### config.mk
export PLATFORM = sky130hd
export DESIGN_NAME = prelude_loader
export DESIGN_NICKNAME = d
export VERILOG_FILES = /design/src/rtl/prelude_loader_pkg.sv /design/src/rtl/prelude_loader_uart_rx.sv /design/src/rtl/prelude_loader.sv
export SDC_FILE = /design/constraint.sdc
export NUM_CORES = 1
export LEC_CHECK = 0
export CAP_MARGIN = 40
export CORE_ASPECT_RATIO = 1.25
export CORE_MARGIN = 4
export CORE_UTILIZATION = 61
export CTS_CLUSTER_SIZE = 8
export DETAILED_ROUTE_END_ITERATION = 16
export HOLD_SLACK_MARGIN = 0.12
export PLACE_DENSITY = 0.83
export SLEW_MARGIN = 40
export SYNTH_ARGS = -nofsm -noshare
export SYNTH_HDL_FRONTEND = slang
export SYNTH_SLANG_ARGS = --single-unit
export TNS_END_PERCENT = 10
### constraint.sdc
create_clock -name clk -period 2.8 [get_ports clk]
set_clock_uncertainty 0.05 [all_clocks]
set_input_delay 0.28 -clock clk [delete_from_list [all_inputs] [get_ports clk]]
set_output_delay 0.28 -clock clk [all_outputs]
set_load 0.01 [all_outputs]
### src/rtl/prelude_loader_pkg.sv
//============================================================================
// Module   : prelude_loader_pkg
// Brief    : Shared types and constants for the Prelude serial program loader.
//            GET_SUM exists only when PRELUDE_LOADER_CHECKSUM_EN is defined.
// Revision : 1.0 - initial release
//============================================================================
`default_nettype none

package prelude_loader_pkg;

    localparam int ADDR_W  = 8;
    localparam int DATA_W  = 8;
    localparam int COUNT_W = ADDR_W + 1;

    localparam logic [DATA_W-1:0] SYNC_BYTE = 8'hA5;

    typedef enum logic [2:0] {
        WAIT_SYNC = 3'd0,
        GET_LEN   = 3'd1,
        GET_DATA  = 3'd2,
`ifdef PRELUDE_LOADER_CHECKSUM_EN
        GET_SUM   = 3'd3,
`endif
        DONE      = 3'd4,
        ERROR     = 3'd5
    } loader_state_t;

    typedef enum logic [1:0] {
        RX_IDLE  = 2'd0,
        RX_START = 2'd1,
        RX_DATA  = 2'd2,
        RX_STOP  = 2'd3
    } rx_state_t;

    // A length byte of zero encodes a full 256-byte image.
    function automatic logic [COUNT_W-1:0] decode_length(input logic [DATA_W-1:0] len);
        return (len == '0) ? {1'b1, {DATA_W{1'b0}}} : {1'b0, len};
    endfunction

    function automatic logic state_is_busy(input loader_state_t s);
        return (s == GET_LEN) || (s == GET_DATA)
`ifdef PRELUDE_LOADER_CHECKSUM_EN
            || (s == GET_SUM)
`endif
            ;
    endfunction

endpackage

`default_nettype wire

### src/rtl/prelude_loader_uart_rx.sv
//============================================================================
// Module   : uart_rx
// Brief    : 8N1 UART receiver with 2-flop synchroniser; pulses rx_valid on a
//            good stop bit, rx_ferr on a low stop bit.
//            Unaffected by PRELUDE_LOADER_CHECKSUM_EN.
// Revision : 1.0 - initial release
//============================================================================
`default_nettype none

module uart_rx
    import prelude_loader_pkg::*;
#(
    parameter int CLKS_PER_BIT = 234
) (
    input  logic              clk,
    input  logic              reset,
    input  logic              uart_rx,
    output logic [DATA_W-1:0] rx_data,
    output logic              rx_valid,
    output logic              rx_ferr
);

    localparam int CNT_W = $clog2(CLKS_PER_BIT);
    localparam logic [CNT_W-1:0] c_half_m1 = CNT_W'(CLKS_PER_BIT / 2 - 1);
    localparam logic [CNT_W-1:0] c_full_m1 = CNT_W'(CLKS_PER_BIT - 1);

    logic [1:0]        r_sync;
    logic              r_rx_prev;
    rx_state_t         r_state;
    rx_state_t         w_state_next;
    logic [CNT_W-1:0]  r_cnt;
    logic [2:0]        r_bit_idx;
    logic [DATA_W-1:0] r_shift;

    logic w_rx;
    logic w_start_edge;
    logic w_half_tick;
    logic w_bit_tick;

    assign w_rx         = r_sync[1];
    assign w_start_edge = r_rx_prev & ~w_rx;
    assign w_half_tick  = (r_cnt == c_half_m1);
    assign w_bit_tick   = (r_cnt == c_full_m1);

    always_ff @(posedge clk) begin
        if (reset) begin
            r_sync    <= 2'b11;
            r_rx_prev <= 1'b1;
            r_state   <= RX_IDLE;
        end else begin
            r_sync    <= {r_sync[0], uart_rx};
            r_rx_prev <= w_rx;
            r_state   <= w_state_next;
        end
    end

    always_comb begin
        w_state_next = r_state;
        case (r_state)
            RX_IDLE:  if (w_start_edge) w_state_next = RX_START;
            RX_START: if (w_half_tick)  w_state_next = w_rx ? RX_IDLE : RX_DATA;
            RX_DATA:  if (w_bit_tick && (r_bit_idx == 3'd7)) w_state_next = RX_STOP;
            RX_STOP:  if (w_bit_tick)   w_state_next = RX_IDLE;
            default:  w_state_next = RX_IDLE;
        endcase
    end

    // The bit counter restarts on every state change and every data-bit sample.
    always_ff @(posedge clk) begin
        if (reset) begin
            r_cnt     <= '0;
            r_bit_idx <= '0;
            r_shift   <= '0;
            rx_data   <= '0;
            rx_valid  <= 1'b0;
            rx_ferr   <= 1'b0;
        end else begin
            rx_valid <= 1'b0;
            rx_ferr  <= 1'b0;
            if ((r_state == RX_IDLE) || (w_state_next != r_state) || w_bit_tick) begin
                r_cnt <= '0;
            end else begin
                r_cnt <= r_cnt + CNT_W'(1);
            end
            if (r_state == RX_START) begin
                r_bit_idx <= '0;
            end
            if ((r_state == RX_DATA) && w_bit_tick) begin
                r_shift   <= {w_rx, r_shift[DATA_W-1:1]};
                r_bit_idx <= r_bit_idx + 3'd1;
            end
            if ((r_state == RX_STOP) && w_bit_tick) begin
                if (w_rx) begin
                    rx_valid <= 1'b1;
                    rx_data  <= r_shift;
                end else begin
                    rx_ferr <= 1'b1;
                end
            end
        end
    end

endmodule

`default_nettype wire

### src/rtl/prelude_loader.sv
//============================================================================
// Module   : prelude_loader
// Brief    : Loads a framed UART program image into the Prelude program RAM
//            and holds the CPU in reset until a complete image is stored.
//            Define PRELUDE_LOADER_CHECKSUM_EN to require a trailing checksum.
// Revision : 1.0 - initial release
//============================================================================
`default_nettype none

module prelude_loader
    import prelude_loader_pkg::*;
#(
    parameter int CLKS_PER_BIT = 234
) (
    input  logic              clk,
    input  logic              reset,
    input  logic              uart_rx,
    output logic              prog_we,
    output logic [ADDR_W-1:0] prog_addr,
    output logic [DATA_W-1:0] prog_data,
    output logic              cpu_reset,
    output logic              busy,
    output logic              load_done,
    output logic              load_error
);

    logic [DATA_W-1:0]  w_rx_data;
    logic               w_rx_valid;
    logic               w_rx_ferr;

    loader_state_t      r_state;
    loader_state_t      w_state_next;
    logic [COUNT_W-1:0] r_count;
`ifdef PRELUDE_LOADER_CHECKSUM_EN
    logic [DATA_W-1:0]  r_sum;
`endif

    logic w_is_sync;
    logic w_len_byte;
    logic w_data_byte;
    logic w_last_byte;

    uart_rx #(
        .CLKS_PER_BIT (CLKS_PER_BIT)
    ) u_uart_rx (
        .clk      (clk),
        .reset    (reset),
        .uart_rx  (uart_rx),
        .rx_data  (w_rx_data),
        .rx_valid (w_rx_valid),
        .rx_ferr  (w_rx_ferr)
    );

    assign w_is_sync   = w_rx_valid && (w_rx_data == SYNC_BYTE);
    assign w_len_byte  = w_rx_valid && (r_state == GET_LEN);
    assign w_data_byte = w_rx_valid && (r_state == GET_DATA);
    assign w_last_byte = w_data_byte && (r_count == COUNT_W'(1));

    always_ff @(posedge clk) begin
        if (reset) begin
            r_state <= WAIT_SYNC;
        end else begin
            r_state <= w_state_next;
        end
    end

    always_comb begin
        w_state_next = r_state;
        case (r_state)
            WAIT_SYNC, DONE, ERROR: begin
                if (w_is_sync) w_state_next = GET_LEN;
            end
            GET_LEN: begin
                if (w_rx_ferr)       w_state_next = ERROR;
                else if (w_rx_valid) w_state_next = GET_DATA;
            end
            GET_DATA: begin
                if (w_rx_ferr) begin
                    w_state_next = ERROR;
                end else if (w_last_byte) begin
`ifdef PRELUDE_LOADER_CHECKSUM_EN
                    w_state_next = GET_SUM;
`else
                    w_state_next = DONE;
`endif
                end
            end
`ifdef PRELUDE_LOADER_CHECKSUM_EN
            GET_SUM: begin
                if (w_rx_ferr)       w_state_next = ERROR;
                else if (w_rx_valid) w_state_next = (w_rx_data == r_sum) ? DONE : ERROR;
            end
`endif
            default: w_state_next = WAIT_SYNC;
        endcase
    end

    // Status outputs are registered from the next state so they change one
    // cycle after the deciding byte, together with the state register.
    always_ff @(posedge clk) begin
        if (reset) begin
            r_count    <= '0;
            prog_we    <= 1'b0;
            prog_addr  <= '0;
            prog_data  <= '0;
            cpu_reset  <= 1'b1;
            busy       <= 1'b0;
            load_done  <= 1'b0;
            load_error <= 1'b0;
        end else begin
            prog_we <= w_data_byte;
            if (w_data_byte) begin
                prog_data <= w_rx_data;
                r_count   <= r_count - COUNT_W'(1);
            end
            if (w_len_byte) begin
                r_count   <= decode_length(w_rx_data);
                prog_addr <= '0;
            end else if (prog_we) begin
                prog_addr <= prog_addr + ADDR_W'(1);
            end
            cpu_reset  <= (w_state_next != DONE);
            busy       <= state_is_busy(w_state_next);
            load_done  <= (w_state_next == DONE);
            load_error <= (w_state_next == ERROR);
        end
    end

`ifdef PRELUDE_LOADER_CHECKSUM_EN
    always_ff @(posedge clk) begin
        if (reset) begin
            r_sum <= '0;
        end else if (w_len_byte) begin
            r_sum <= '0;
        end else if (w_data_byte) begin
            r_sum <= r_sum + w_rx_data;
        end
    end
`endif

endmodule

`default_nettype wire

# Word level (Yosys, flattened, before mapping)
# Index checks and enable logic that the tools add are counted.
[word_totals]
ff_bits = 67
input_bits = 3
[classes]
bitwise = 3
mux = 19
eq_ne = 18
n_addsub = 4
reduce_logical = 20
[ops]
columns = ["op", "n"]
rows = [
  ["9-bit 2-to-1 mux", 3],
  ["3-bit 2-to-1 mux", 7],
  ["8-bit by 1-bit adder with 8-bit output, second input constant", 2],
  ["8-bit == test, second input constant", 2],
  ["3-bit == test, second input constant", 5],
  ["2-bit 2-to-1 mux", 5],
  ["9-bit by 1-bit == test with 1-bit output, second input constant", 1],
  ["3-bit case mux with 3 select lines", 1],
  ["9-bit by 1-bit subtractor with 9-bit output, second input constant", 1],
  ["8-bit by 7-bit == test with 1-bit output, second input constant", 1],
  ["8-bit logical NOT", 1],
  ["2-bit case mux with 4 select lines", 1],
  ["1-bit logical AND", 7],
  ["3-bit by 1-bit == test with 1-bit output, second input constant", 2],
  ["3-bit by 2-bit == test with 1-bit output, second input constant", 2],
  ["2-bit OR reduction", 3],
  ["2-bit == test, second input constant", 2],
  ["2-bit nonzero test", 2],
  ["3-bit by 1-bit adder with 3-bit output, second input constant", 1],
  ["3-bit logical NOT", 1],
  ["1-bit logical OR", 3],
  ["3-bit inequality test, second input constant", 1],
  ["3-bit OR reduction", 1],
  ["2-bit by 1-bit == test with 1-bit output, second input constant", 1],
  ["6 further kinds", 8],
]

# Depth between registers and ports, before layout
# Gate-level depths: netlist of run 1.
[logic_depth]
ltp_word = 8
mapped_depth = 7
mapped_depth_nobuf = 6

# Cells and area by module
# A second synthesis of run 1 with hierarchy kept.
[unflattened]
cells_unflattened = 331
area_unflattened_um2 = 3121.7
[by_module_without_submodules]
columns = ["module", "cells_per_inst", "area_each_um2", "n_inst", "seq_area_each_um2"]
rows = [
  ["prelude_loader", 188, 1680.4, 1, 660.6],
  ["uart_rx", 143, 1441.4, 1, 680.7],
]

# Worst setup path after synthesis of run 1
# No wires, ideal clock.
[synth_timing]
kind = "register -> register"
startpoint = "reg r_count[0]"
endpoint = "reg r_count[6]"
synth_period_minus_slack_ns = 1.791
stages_incl_launch_ff = 8
setup_slack_ns = 1.009
arrival_time_ns = 1.609
n_path_buf = 1
cell_sequence = "dfxtp_1 inv_1 ha_1 or3b_2 clkbuf_1 o31a_2 o21ai_0 a21oi_1"
[synth_via]
elab_chain_cells = 3
[synth_lines]
columns = ["element", "line", "source"]
rows = [
  ["start, declared", "prelude_loader.sv:33", "logic [COUNT_W-1:0] r_count;"],
  ["start signal, assigned", "prelude_loader.sv:114", "r_count <= r_count - COUNT_W'(1);"],
  ["start signal, assigned", "prelude_loader.sv:117", "r_count <= decode_length(w_rx_data);"],
  ["9-bit by 1-bit subtractor with 9-bit output", "prelude_loader.sv:114", ""],
  ["9-bit 2-to-1 mux", "prelude_loader.sv:112", "if (w_data_byte) begin"],
  ["9-bit 2-to-1 mux", "prelude_loader.sv:116", "if (w_len_byte) begin"],
]
# Every way passes these cells. The select of a mux whose other input is x is not followed.
# A chain may end at the register's enable or synchronous reset.

# Worst setup path in the final report of run 1
[layout_timing]
startpoint = "reg u_uart_rx.r_cnt[1]"
endpoint = "reg u_uart_rx.r_cnt[5]"
[layout_via]
elab_chain_cells = 8
word_cells_on_any_way = 12
[layout_lines]
columns = ["element", "line", "source"]
rows = [
  ["start, declared", "prelude_loader_uart_rx.sv:31", "logic [CNT_W-1:0] r_cnt;"],
  ["start signal, assigned", "prelude_loader_uart_rx.sv:83", "r_cnt <= r_cnt + CNT_W'(1);"],
  ["8-bit == test", "prelude_loader_uart_rx.sv:43", "assign w_bit_tick = (r_cnt == c_full_m1);"],
  ["1-bit logical AND", "prelude_loader_uart_rx.sv:62", "RX_DATA: if (w_bit_tick && (r_bit_idx == 3'd7)) w_state_next = RX_STOP;"],
  ["2-bit 2-to-1 mux", "prelude_loader_uart_rx.sv:62", ""],
  ["2-bit case mux with 4 select lines", "prelude_loader_uart_rx.sv:59", "case (r_state)"],
  ["2-bit inequality test", "prelude_loader_uart_rx.sv:80", "if ((r_state == RX_IDLE) || (w_state_next != r_state) || w_bit_tick) begin"],
  ["1-bit logical OR (2 in series)", "prelude_loader_uart_rx.sv:80", ""],
  ["2-bit OR reduction (no source line)", "--", ""],
]
# Several ways; a longest one is shown, not always the timed one.

==> results of run 1 <==
-- stage by stage --
step           total power [mW]  hold slack (ns)  area (µm²)
3_3_place_gp               1.00            0.348        3170
5_1_grt                    1.76            0.405        3350
2_1_floorplan             0.997            0.334        2890
4_1_cts                    1.72            0.401        3350
3_5_place_dp               1.01            0.356        3170
6_report                   1.70            0.387        3350
-- power breakdown --
group	internal, mW	total (mW)	switching (mW)	leakage, nW
clock network	0.342	0.712	0.369	0.0843
registers	0.955	0.959	0.00366	0.540
logic	0.00736	0.0246	0.0173	0.558
total	1.31	1.70	0.390	1.18
-- registers in the layout (all words and copies together), names as in the netlist, 2 cells and up --
register and count:
prog_addr 8, prog_data 8, r_count 9, r_state 3
u_uart_rx.r_bit_idx 3, u_uart_rx.r_cnt 8, u_uart_rx.r_shift 8, u_uart_rx.r_state 2
u_uart_rx.r_sync 2, u_uart_rx.rx_data 8
-- worst min path at each step --
stage / from / end / slack [ns] / depth (start not counted)
finish: u_uart_rx.r_sync[0] / u_uart_rx.r_sync[1] / 0.39 / 1
floorplan: uart_rx / u_uart_rx.r_sync[0] / 0.33 / 1
global route: u_uart_rx.r_sync[0] / u_uart_rx.r_sync[1] / 0.40 / 1
detailed placement: u_uart_rx.r_sync[0] / u_uart_rx.r_sync[1] / 0.36 / 1
CTS: u_uart_rx.r_sync[0] / u_uart_rx.r_sync[1] / 0.40 / 1
global placement: u_uart_rx.r_sync[0] / u_uart_rx.r_sync[1] / 0.35 / 1
-- layer usage --
metal,up-vias,track usage
li1,1158,-
met1,1078,0.254
met2,56,0.351
met3,17,0.0450
met4,0,0.149
met5,-,0
-- final cells by class --
class                           count  area (µm²)  area share
Tap cell                           58        72.6      0.0217
Inverter                           12        45.0      0.0135
Timing Repair Buffer               25         245      0.0733
Clock buffer                       10         138      0.0411
Clock inverter                      6        41.3      0.0123
Sequential cell                    67        1340       0.401
Multi-Input combinational cell    222        1460       0.437
-- cells in the mapped netlist, types with 2 or more instances --
cell,instances,area share
o21ai_0,12,0.021
nor4_1,8,0.017
and4_1,3,0.0091
xor2_1,10,0.030
clkbuf_1,10,0.013
dfxtp_1,67,0.46
xnor2_1,3,0.0091
nor2b_1,2,0.0043
a211oi_1,2,0.0052
nand2_1,26,0.034
nor3_1,4,0.0069
nand2b_1,4,0.0086
or4_1,3,0.0078
o211ai_1,2,0.0052
a211o_1,2,0.0061
mux2i_1,19,0.066
ha_1,8,0.035
a21o_1,2,0.0052
nand4b_1,3,0.0091
or2_2,3,0.0065
or4bb_1,2,0.0078
and3_1,3,0.0065
nand3_1,7,0.012
inv_1,12,0.016
nor2_1,43,0.056
a21oi_1,16,0.028
or3b_2,2,0.0061
o22ai_1,2,0.0043
nand4_1,3,0.0065
and2_1,5,0.011
-- cell families after synthesis --
family | count (synthesis) | share of synthesized area
adders and majority gates | 8 | 0.0346
AOI/OAI and AO/OA | 49 | 0.107
buffers and inverters | 24 | 0.0329
muxes | 20 | 0.0696
DFF | 67 | 0.463
and+or+nand+nor | 132 | 0.253
xor gates and xnor gates | 13 | 0.0393
==> key figures, run 1 <==
Power and ir drop
  • Lkg Pwr: 1.18 nW
  • Pwr dens: 507 nW/µm²
  • Peak VDD IR: 0.488 mV

Synthesis
  • Area of the mapped netlist: 2890 µm²
  • Post-synth EDFFs: 0
  • Library cells used by synthesis: 55
  • Post-synth ARST share: 0
  • YS warnings: 0
  • Gate Count Post-Synth: 313
  • Net Count, Synth: 324
  • Post-synthesis sequential area ratio: 0.463
  • Syn_area_per_cell: 9.25 µm²
  • Top_reg_cell synth: dfxtp_1
  • Seq cells post-synth: 67

Final layout
  • Layout fillers: 326
  • Final core utilization: 0.745
  • Post-Layout Cell Count: 400
  • Final Net Count: 348
  • Antenna diodes: 0
  • Area grow syn2layout: 15.7%
  • Most frequent cells in the layout: dfxtp_1 (67), nor2_1 (43), nand2_1 (26), clkdlybuf4s50_1 (23), mux2i_1 (19)
  • Ratio of cells with drive above 1 in the final layout: 0.0994
  • Commonest non-fill, non-tap cell in the layout: dfxtp_1

STA
  • Unrepaired setup endpoints after global routing: no
  • Final hold violation count: 0
  • Fmax: 0.498 GHz
  • Slew margin rel.: 0.632
  • Setup ws final: 0.793 ns
  • Fin. max-slew vios: 0
  • Final setup fails: 0
  • Worst slew pin tran: 0.544 ns
  • Final period utilization: 0.717
  • Minimum clock period: 2.01 ns
  • Setup TNS: 0 ns

Detailed routing
  • Residual DRC: 0
  • Top sig layer: met4
  • DRT met1 WL: 2620 µm
  • Routed wire per std cell: 14.5 µm
  • Met2 wire len: 2820 µm
  • Vias: 2309
  • Post-DRT Antenna Nets: 0
  • Starting DRT DRC Count: 149
  • Pre-antenna DRT Iters: 6
  • DR WL met3: 195 µm
  • Post-DR vias/cell: 5.77
  • Drt total wl: 5820 µm

CTS
  • Clock slew at reported path FFs: 0.07 ns
  • # hold bufs at CTS: 0
  • Root buf cell: clkbuf_8
  • Number of clock sinks: 67
  • CTS Buffer Depth: 2
  • H-tree depth: 3
  • CTS buffer count: 9
  • Clk_lat worst skew: 0.35 ns
  • Post-CTS Setup Bufs: 0
  • Cts repair resizes: 0
  • CTS tree: yes

Die
  • Row cnt: 27
  • Die W: 69.6 µm
  • Initial Util: 0.644
  • Die height: 85.0 µm
  • Full die area: 5920 µm²
  • Core Region: 4490 µm²
  • I/O pin count: 24

Setup path
  • Critical Path Stages: 6
  • Worst Path Buf+Inv: 1
  • Reg-to-Reg End: u_uart_rx.r_cnt[5]
  • CP delay by family, top: simple AND/OR/NAND/NOR gates
  • Slowest-stage cell, CP: or4_1
  • Worst setup startpoint: u_uart_rx.r_cnt[1]
  • Reg2reg start: u_uart_rx.r_cnt[1]
  • Critical Path RT: 3.03 ns
  • Arrival time at the worst endpoint: 2.23 ns
  • CP startpoint kind: flip-flop
  • Worst reg-to-reg setup slack: 0.79 ns
  • CP dominant cell by count: nor2_1
  • CP Cell Sequence: inv_1 -> ha_1 -> nand3b_1 -> nor2_1 -> or4_1 -> nor2_1
  • Cells on worst reg2reg path: 6
  • Delay of the slowest critical-path stage: 0.69 ns
  • CP Max Fanout: 8
  • Crit Path Class: reg2reg
  • Crit path capture type: flip-flop
  • Worst setup path endpoint: u_uart_rx.r_cnt[5]

Placed design
  • Post-DP HPWL: 3940 µm
  • PortBufs: 23
  • Final Wtd Congestion: 0.830
  • Post-Place Cells: 384
  • Dpl ws: 0.780 ns

Global routing
  • First-pass GRT wire length: 10100 µm
  • All-Layer GR Usage: 0.216
  • Initial antenna violation count: 0
  • Vias in the first global route: 2219
  • Grt ovf: 0
  • Largest net degree at the start of global routing: 48

Hold path
  • Hold crit path type: reg2reg

Job
  • MaxCap Viol Count: 0

Outcome
  • Status: complete, no violations
Power figures use the tool's default switching activity.
==> run 2: changes to the inputs <==
--- a/config.mk
+++ b/config.mk
@@ -8,11 +8,11 @@
 export CAP_MARGIN = 40
 export CORE_ASPECT_RATIO = 1.25
 export CORE_MARGIN = 4
-export CORE_UTILIZATION = 61
+export CORE_UTILIZATION = 51
 export CTS_CLUSTER_SIZE = 8
 export DETAILED_ROUTE_END_ITERATION = 16
 export HOLD_SLACK_MARGIN = 0.12
-export PLACE_DENSITY = 0.83
+export PLACE_DENSITY = 0.74
 export SLEW_MARGIN = 40
 export SYNTH_ARGS = -nofsm -noshare
 export SYNTH_HDL_FRONTEND = slang
==> constraint.sdc (replaced) <==
create_clock -name clk -period 1.7 [get_ports clk]
set_clock_uncertainty 0.05 [all_clocks]
set_input_delay 0.17 -clock clk [delete_from_list [all_inputs] [get_ports clk]]
set_output_delay 0.17 -clock clk [all_outputs]
set_load 0.01 [all_outputs]
==> key figures, run 2 (synthesis gave the netlist of run 1 again) <==
Global routing
  • Vias in the first global route: 2480 (was 2219)
  • Largest net degree at the start of global routing: 28 (was 48)
  • Grt ovf: 0 (unchanged)
  • Initial antenna violation count: 0 (unchanged)
  • All-Layer GR Usage: 0.203 (was 0.216)
  • First-pass GRT wire length: 11100 µm (was 10100 µm)

Setup path
  • Delay of the slowest critical-path stage: 0.53 ns (was 0.69 ns)
  • Worst reg-to-reg setup slack: -0.04 ns (was 0.79 ns)
  • CP delay by family, top: simple AND/OR/NAND/NOR gates (unchanged)
  • Crit path capture type: flip-flop (unchanged)
  • CP Cell Sequence: buf_4 -> or4_4 -> or4_1 -> o21ai_1 -> a211oi_1 (was inv_1 -> ha_1 -> nand3b_1 -> nor2_1 -> or4_1 -> nor2_1)
  • Cells on worst reg2reg path: 5 (was 6)
  • Worst Path Buf+Inv: 1 (unchanged)
  • CP Max Fanout: 3 (was 8)
  • Crit Path Class: reg2reg (unchanged)
  • CP startpoint kind: flip-flop (unchanged)
  • Reg-to-Reg End: r_count[7] (was u_uart_rx.r_cnt[5])
  • Arrival time at the worst endpoint: 1.92 ns (was 2.23 ns)
  • Reg2reg start: r_count[0] (was u_uart_rx.r_cnt[1])
  • Critical Path RT: 1.87 ns (was 3.03 ns)
  • Slowest-stage cell, CP: or4_4 (was or4_1)

Die
  • Initial Util: 0.528 (was 0.644)
  • Die W: 75.4 µm (was 69.6 µm)
  • Core Region: 5480 µm² (was 4490 µm²)
  • I/O pin count: 24 (unchanged)
  • Full die area: 6950 µm² (was 5920 µm²)
  • Row cnt: 30 (was 27)
  • Die height: 92.2 µm (was 85.0 µm)

Detailed routing
  • Starting DRT DRC Count: 143 (was 149)
  • Routed wire per std cell: 14.6 µm (was 14.5 µm)
  • Drt total wl: 6360 µm (was 5820 µm)
  • Post-DRT Antenna Nets: 0 (unchanged)
  • Residual DRC: 0 (unchanged)
  • Vias: 2456 (was 2309)
  • Post-DR vias/cell: 5.65 (was 5.77)
  • Pre-antenna DRT Iters: 4 (was 6)

Outcome
  • Failing checks: negative setup slack
  • Status: finished with violations (was complete, no violations)

Power and ir drop
  • Pwr dens: 795 nW/µm² (was 507 nW/µm²)
  • Total Power: 2.92 mW (was 1.70 mW)
  • Peak VDD IR: 0.672 mV (was 0.488 mV)
  • Lkg Pwr: 1.37 nW (was 1.18 nW)

Placed design
  • Post-Place Cells: 418 (was 384)
  • Final Wtd Congestion: 0.890 (was 0.830)
  • Post-DP HPWL: 4360 µm (was 3940 µm)
  • Cell Area, Placed: 3400 µm² (was 3170 µm²)
  • PortBufs: 23 (unchanged)

CTS
  • CTS Buffer Depth: 2 (unchanged)
  • CTS buffer count: 9 (unchanged)
  • CTS tree: yes (unchanged)
  • H-tree depth: 3 (unchanged)
  • Root buf cell: clkbuf_8 (unchanged)
  • Number of clock sinks: 67 (unchanged)
  • Clk_lat worst skew: 0.34 ns (was 0.35 ns)
  • Clock slew at reported path FFs: 0.07 ns (about the same)
  • # hold bufs at CTS: 0 (unchanged)

Final layout
  • Largest register by flop count: r_count (unchanged)
  • Post-Layout Cell Count: 435 (was 400)
  • Antenna diodes: 0 (unchanged)
  • Cell area after layout: 3680 µm² (was 3350 µm²)
  • Commonest non-fill, non-tap cell in the layout: dfxtp_1 (unchanged)
  • Final core utilization: 0.671 (was 0.745)
  • Most frequent cells in the layout: dfxtp_1 (62), nor2_1 (41), buf_4 (28), nand2_1 (26), clkdlybuf4s50_1 (23) (was dfxtp_1 (67), nor2_1 (43), nand2_1 (26), clkdlybuf4s50_1 (23), mux2i_1 (19))
  • Ratio of cells with drive above 1 in the final layout: 0.221 (was 0.0994)
  • Largest register FFs: 9 (unchanged)
  • Final Net Count: 377 (was 348)
  • Area grow syn2layout: 27.0% (was 15.7%)

STA
  • Final setup fails: 2 (was 0)
  • Fmax: 0.574 GHz (was 0.498 GHz)
  • Slew margin rel.: 0.630 (was 0.632)
  • Worst slew pin tran: 0.554 ns (was 0.544 ns)
  • Final hold violation count: 0 (unchanged)
  • Setup ws final: -0.0433 ns (was 0.793 ns)
  • Final period utilization: 1.03 (was 0.717)
  • Minimum clock period: 1.74 ns (was 2.01 ns)
  • Unrepaired setup endpoints after global routing: yes (was no)
  • Fin. max-slew vios: 0 (unchanged)

Hold path
  • Min-Delay Startpoint: uart_rx (was u_uart_rx.r_sync[0])
  • Hold crit path type: in2reg (was reg2reg)
  • Hold EP: u_uart_rx.r_sync[0] (was u_uart_rx.r_sync[1])
  • Hold Path Cell Cnt: 2 (was 1)

Job
  • MaxCap Viol Count: 0 (unchanged)
==> run 2: changes by cell type in the layout (fill, tap and decap cells not counted), moves of 5 or more <==
cell	before	now
buf_4	2	28
dfxtp_2	0	5
dfxtp_1	67	62
o21ai_0	12	6
o21ai_1	0	5
==> run 2: worst register-to-register path, cell delays in order, from the launching register on <==
cell      delay [ns]
dfxtp_2         0.34
buf_4           0.13
or4_4           0.53
or4_1           0.40
o21ai_1         0.08
a211oi_1        0.09
==> run 2: timing repair <==
| action | 4_1_cts | 5_1_grt |
|---|---|---|
| pin swaps | 5 | 3 |
| setup endpoints to repair | 13 | 36 |
| buffers inserted | 1 | 0 |
| cloned | 0 | 0 |
| resized for setup | 7 | 21 |
==> run 2: where the power goes <==
| part | switching [mW] | internal, mW | total (mW) |
|---|---|---|---|
| combinational | 0.0328 | 0.0170 | 0.0497 |
| sequential | 0.00445 | 1.57 | 1.58 |
| clock | 0.583 | 0.709 | 1.29 |
==> run 2: worst max path at each step <==
stage | depth (start not counted) | to | startpoint | slack, ns
floorplan | 6 | cpu_reset | r_count[1] | -0.05
global placement | 5 | cpu_reset | r_count[0] | -0.03
detailed placement | 5 | cpu_reset | r_count[0] | -0.08
CTS | 4 | cpu_reset | r_count[6] | -0.04
global route | 4 | cpu_reset | r_count[6] | -0.10
finish | 5 | r_count[7] | r_count[0] | -0.04
==> run 2: final cells by class <==
cell class / instances / area, µm²
repair buffers: 54 / 483
well taps: 64 / 80.1
clock inverters: 5 / 52.6
multi-input cells: 222 / 1530
clock buffers: 11 / 141
flip-flops and latches: 67 / 1350
fillers: 471 / 1800
inverters: 12 / 45.0
==> run 2: stage by stage <==
stage | TNS (ns) | setup WS (ns) | hold WS (ns)
CTS | -0.0831 | -0.0365 | 0.319
finish | -0.0746 | -0.0433 | 0.333
global placement | -0.0380 | -0.0298 | 0.345
global route | -0.976 | -0.105 | 0.332
detailed placement | -0.234 | -0.0775 | 0.354
floorplan | -0.374 | -0.0546 | 0.224
==> run 2: per-layer routing <==
layer  wire length, µm  vias to the layer above  track usage
li1                  -                     1213            -
met1              2730                     1175        0.242
met2              3280                       52        0.338
met3               236                       16       0.0537
met4               116                        0       0.0802
met5                 0                        -            0
==> run 3: changes to the inputs <==
--- a/config.mk
+++ b/config.mk
@@ -8,13 +8,15 @@
 export CAP_MARGIN = 40
 export CORE_ASPECT_RATIO = 1.25
 export CORE_MARGIN = 4
-export CORE_UTILIZATION = 51
+export CORE_UTILIZATION = 52
 export CTS_CLUSTER_SIZE = 8
 export DETAILED_ROUTE_END_ITERATION = 16
 export HOLD_SLACK_MARGIN = 0.12
-export PLACE_DENSITY = 0.74
+export PLACE_DENSITY = 0.75
+export SETUP_SLACK_MARGIN = 0.4
 export SLEW_MARGIN = 40
 export SYNTH_ARGS = -nofsm -noshare
 export SYNTH_HDL_FRONTEND = slang
+export SYNTH_HIERARCHICAL = 1
 export SYNTH_SLANG_ARGS = --single-unit
 export TNS_END_PERCENT = 10
==> key figures, run 3 <==
Outcome
  • Status: complete, no violations (was finished with violations)

Global routing
  • First-pass GRT wire length: 11400 µm (was 11100 µm)
  • All-Layer GR Usage: 0.195 (was 0.203)
  • Largest net degree at the start of global routing: 27 (was 28)
  • Initial antenna violation count: 0 (unchanged)
  • Grt ovf: 0 (unchanged)
  • Vias in the first global route: 2537 (was 2480)

Job
  • MaxCap Viol Count: 0 (unchanged)

Detailed routing
  • Post-DR vias/cell: 5.72 (was 5.65)
  • Starting DRT DRC Count: 167 (was 143)
  • Residual DRC: 0 (unchanged)
  • Pre-antenna DRT Iters: 4 (unchanged)
  • Post-DRT Antenna Nets: 0 (unchanged)
  • Drt total wl: 6790 µm (was 6360 µm)
  • Vias: 2587 (was 2456)
  • Routed wire per std cell: 15.0 µm (was 14.6 µm)

CTS
  • Number of clock sinks: 67 (unchanged)
  • H-tree depth: 3 (unchanged)
  • Clk_lat worst skew: 0.35 ns (was 0.34 ns)
  • Root buf cell: clkbuf_8 (unchanged)
  • Clock slew at reported path FFs: 0.08 ns (was 0.07 ns)
  • CTS tree: yes (unchanged)
  • CTS Buffer Depth: 2 (unchanged)
  • CTS buffer count: 9 (unchanged)

Final layout
  • Most frequent cells in the layout: dfxtp_1 (51), nor2_1 (37), nand2_1 (30), buf_4 (26), clkdlybuf4s50_1 (22) (was dfxtp_1 (62), nor2_1 (41), buf_4 (28), nand2_1 (26), clkdlybuf4s50_1 (23))
  • Commonest non-fill, non-tap cell in the layout: dfxtp_1 (unchanged)
  • Area grow syn2layout: 28.5% (was 27.0%)
  • Ratio of cells with drive above 1 in the final layout: 0.277 (was 0.221)
  • Largest register FFs: 9 (unchanged)
  • Footprint of the multi-input gates: 1770 µm² (was 1530 µm²)
  • Post-Layout Cell Count: 452 (was 435)
  • Final Net Count: 392 (was 377)
  • Largest register by flop count: r_count (unchanged)
  • Layout fillers: 461 (was 471)
  • Register area: 1380 µm² (was 1350 µm²)
  • Antenna diodes: 0 (unchanged)

Synthesis
  • Seq cells post-synth: 67 (unchanged)
  • Top_reg_cell synth: dfxtp_1 (unchanged)
  • Syn_area_per_cell: 9.43 µm² (was 9.25 µm²)
  • YS warnings: 6 (was 0)
  • Net Count, Synth: 342 (was 324)
  • Dominant cell type by area after synthesis: dfxtp_1 (unchanged)
  • Post-synth EDFFs: 0 (unchanged)
  • Library cells used by synthesis: 68 (was 55)
  • Post-synth top cells: dfxtp_1 (67), nor2_1 (38), nand2_1 (31) (was dfxtp_1 (67), nor2_1 (43), nand2_1 (26))
  • Area of the mapped netlist: 3120 µm² (was 2890 µm²)
  • Synth top area cells: dfxtp_1 (43%), mux2i_1 (5.5%), nor2_1 (4.6%) (was dfxtp_1 (46%), mux2i_1 (6.6%), nor2_1 (5.6%))
  • Post-synth ARST share: 0 (unchanged)
  • Area share of the largest cell type after synthesis: 0.430 (was 0.463)
  • Gate Count Post-Synth: 331 (was 313)
  • Cell with the most instances after synthesis: dfxtp_1 (unchanged)
  • Post-synthesis sequential area ratio: 0.430 (was 0.463)

Die
  • Initial Util: 0.537 (was 0.528)
  • Die W: 77.3 µm (was 75.4 µm)
  • Row cnt: 31 (was 30)
  • Die height: 94.6 µm (was 92.2 µm)
  • Full die area: 7310 µm² (was 6950 µm²)
  • I/O pin count: 24 (unchanged)
  • Core Region: 5820 µm² (was 5480 µm²)

Setup path
  • CP delay by family, top: compound AO/OA/AOI/OAI gates (was simple AND/OR/NAND/NOR gates)
  • CP startpoint kind: flip-flop (unchanged)
  • Critical Path RT: 1.91 ns (was 1.87 ns)
  • Arrival time at the worst endpoint: 1.80 ns (was 1.92 ns)
  • CP Cell Sequence: inv_2 -> ha_4 -> nor4b_4 -> nand2_1 -> o31a_1 -> o32ai_2 (was buf_4 -> or4_4 -> or4_1 -> o21ai_1 -> a211oi_1)
  • Worst Path Buf+Inv: 1 (unchanged)
  • Crit path capture type: flip-flop (unchanged)
  • Reg2reg start: r_count[1] (was r_count[0])
  • Delay of the slowest critical-path stage: 0.35 ns (was 0.53 ns)
  • CP Max Fanout: 3 (unchanged)
  • Slowest-stage cell, CP: dfxtp_2 (was or4_4)
  • Worst setup startpoint: r_count[1] (was r_count[0])
  • Crit Path Class: reg2reg (unchanged)

Power and ir drop
  • Pwr dens: 773 nW/µm² (was 795 nW/µm²)
  • Lkg Pwr: 1.46 nW (was 1.37 nW)
  • Peak VDD IR: 0.525 mV (was 0.672 mV)

Hold path
  • Hold crit path type: in2reg (unchanged)
  • Min-Delay Startpoint: reset (was uart_rx)

Placed design
  • PortBufs: 23 (unchanged)
  • Final Wtd Congestion: 0.823 (was 0.890)
  • Post-DP HPWL: 4540 µm (was 4360 µm)
  • Post-Place Cells: 425 (was 418)

STA
  • Final hold violation count: 0 (unchanged)
  • Fmax: 0.629 GHz (was 0.574 GHz)
  • Minimum clock period: 1.59 ns (was 1.74 ns)
  • Final setup fails: 0 (was 2)
  • Setup TNS: 0 ns (was -0.0746 ns)
  • Unrepaired setup endpoints after global routing: yes (unchanged)
  • Slew margin rel.: 0.718 (was 0.630)
  • Worst slew pin tran: 0.418 ns (was 0.554 ns)
  • Fin. max-slew vios: 0 (unchanged)
  • Final period utilization: 0.935 (was 1.03)
  • Final Hold Slack: 0.161 ns (was 0.333 ns)
==> run 3: cell types whose count changed after synthesis, moves of 3 or more <==
cell | previous run | this run
a31oi_1 | 1 | 4
buf_2 | 1 | 5
clkbuf_1 | 10 | 6
nand2_1 | 26 | 31
nor2_1 | 43 | 38
nor2b_1 | 2 | 5
nor4_1 | 8 | 4
o21ai_0 | 12 | 7
==> run 3: layout make-up <==
cell class | instances | area share
well taps | 66 | 0.0206
multi-input cells | 237 | 0.441
clock inverters | 7 | 0.0250
repair buffers | 55 | 0.128
clock buffers | 9 | 0.0309
inverters | 11 | 0.0109
flip-flops and latches | 67 | 0.343
==> run 3: through the flow <==
step | cell area, µm² | power [mW] | worst slack, ns | utilization
2_1_floorplan | 3140 | 1.65 | 0.107 | -
3_3_place_gp | 3550 | 1.67 | 0.0219 | 0.610
3_5_place_dp | 3550 | 1.67 | -0.00687 | 0.610
4_1_cts | 3900 | 3.13 | 0.135 | 0.670
5_1_grt | 4010 | 3.21 | 0.0248 | 0.689
6_report | 4010 | 3.10 | 0.111 | 0.689
==> run 3: what timing repair did <==
action | CTS | global route
hold endpoints to repair | 0 | 0
cloned | 0 | 0
setup buffers | 10 | 1
resized for setup | 18 | 26
hold buffers | 0 | 0
setup endpoints to repair | 85 | 85
pin swaps | 13 | 11
==> run 3: logic make-up after synthesis <==
logic type,after synthesis,synth area share
buf+inv,27,0.0429
xor+xnor,15,0.0445
simple gates,146,0.274
fa+ha+maj,8,0.0321
flops,67,0.430
compound gates,49,0.115
mux,19,0.0617
==> run 3: per-layer routing <==
metal	wire [µm]	GRT usage	up-vias	share of wire
li1	-	-	1272	-
met1	2840	0.223	1224	0.42
met2	3440	0.343	68	0.51
met3	264	0.0382	23	0.039
met4	244	0.105	0	0.036
met5	0	0	-	0
==> run 3: final timing paths <==
check	end	slack [ns]	depth (start not counted)
max reg2reg	r_count[8]	0.11	6
min	r_state[0]	0.16	2
min reg2reg	u_uart_rx/r_sync[1]	0.36	1
max	r_count[8]	0.11	6
==> run 3: where the power goes <==
group | total (mW) | switching [mW] | internal, mW
Combinational | 0.0575 | 0.0341 | 0.0234
Sequential | 1.57 | 0.00636 | 1.56
Clock | 1.47 | 0.638 | 0.835
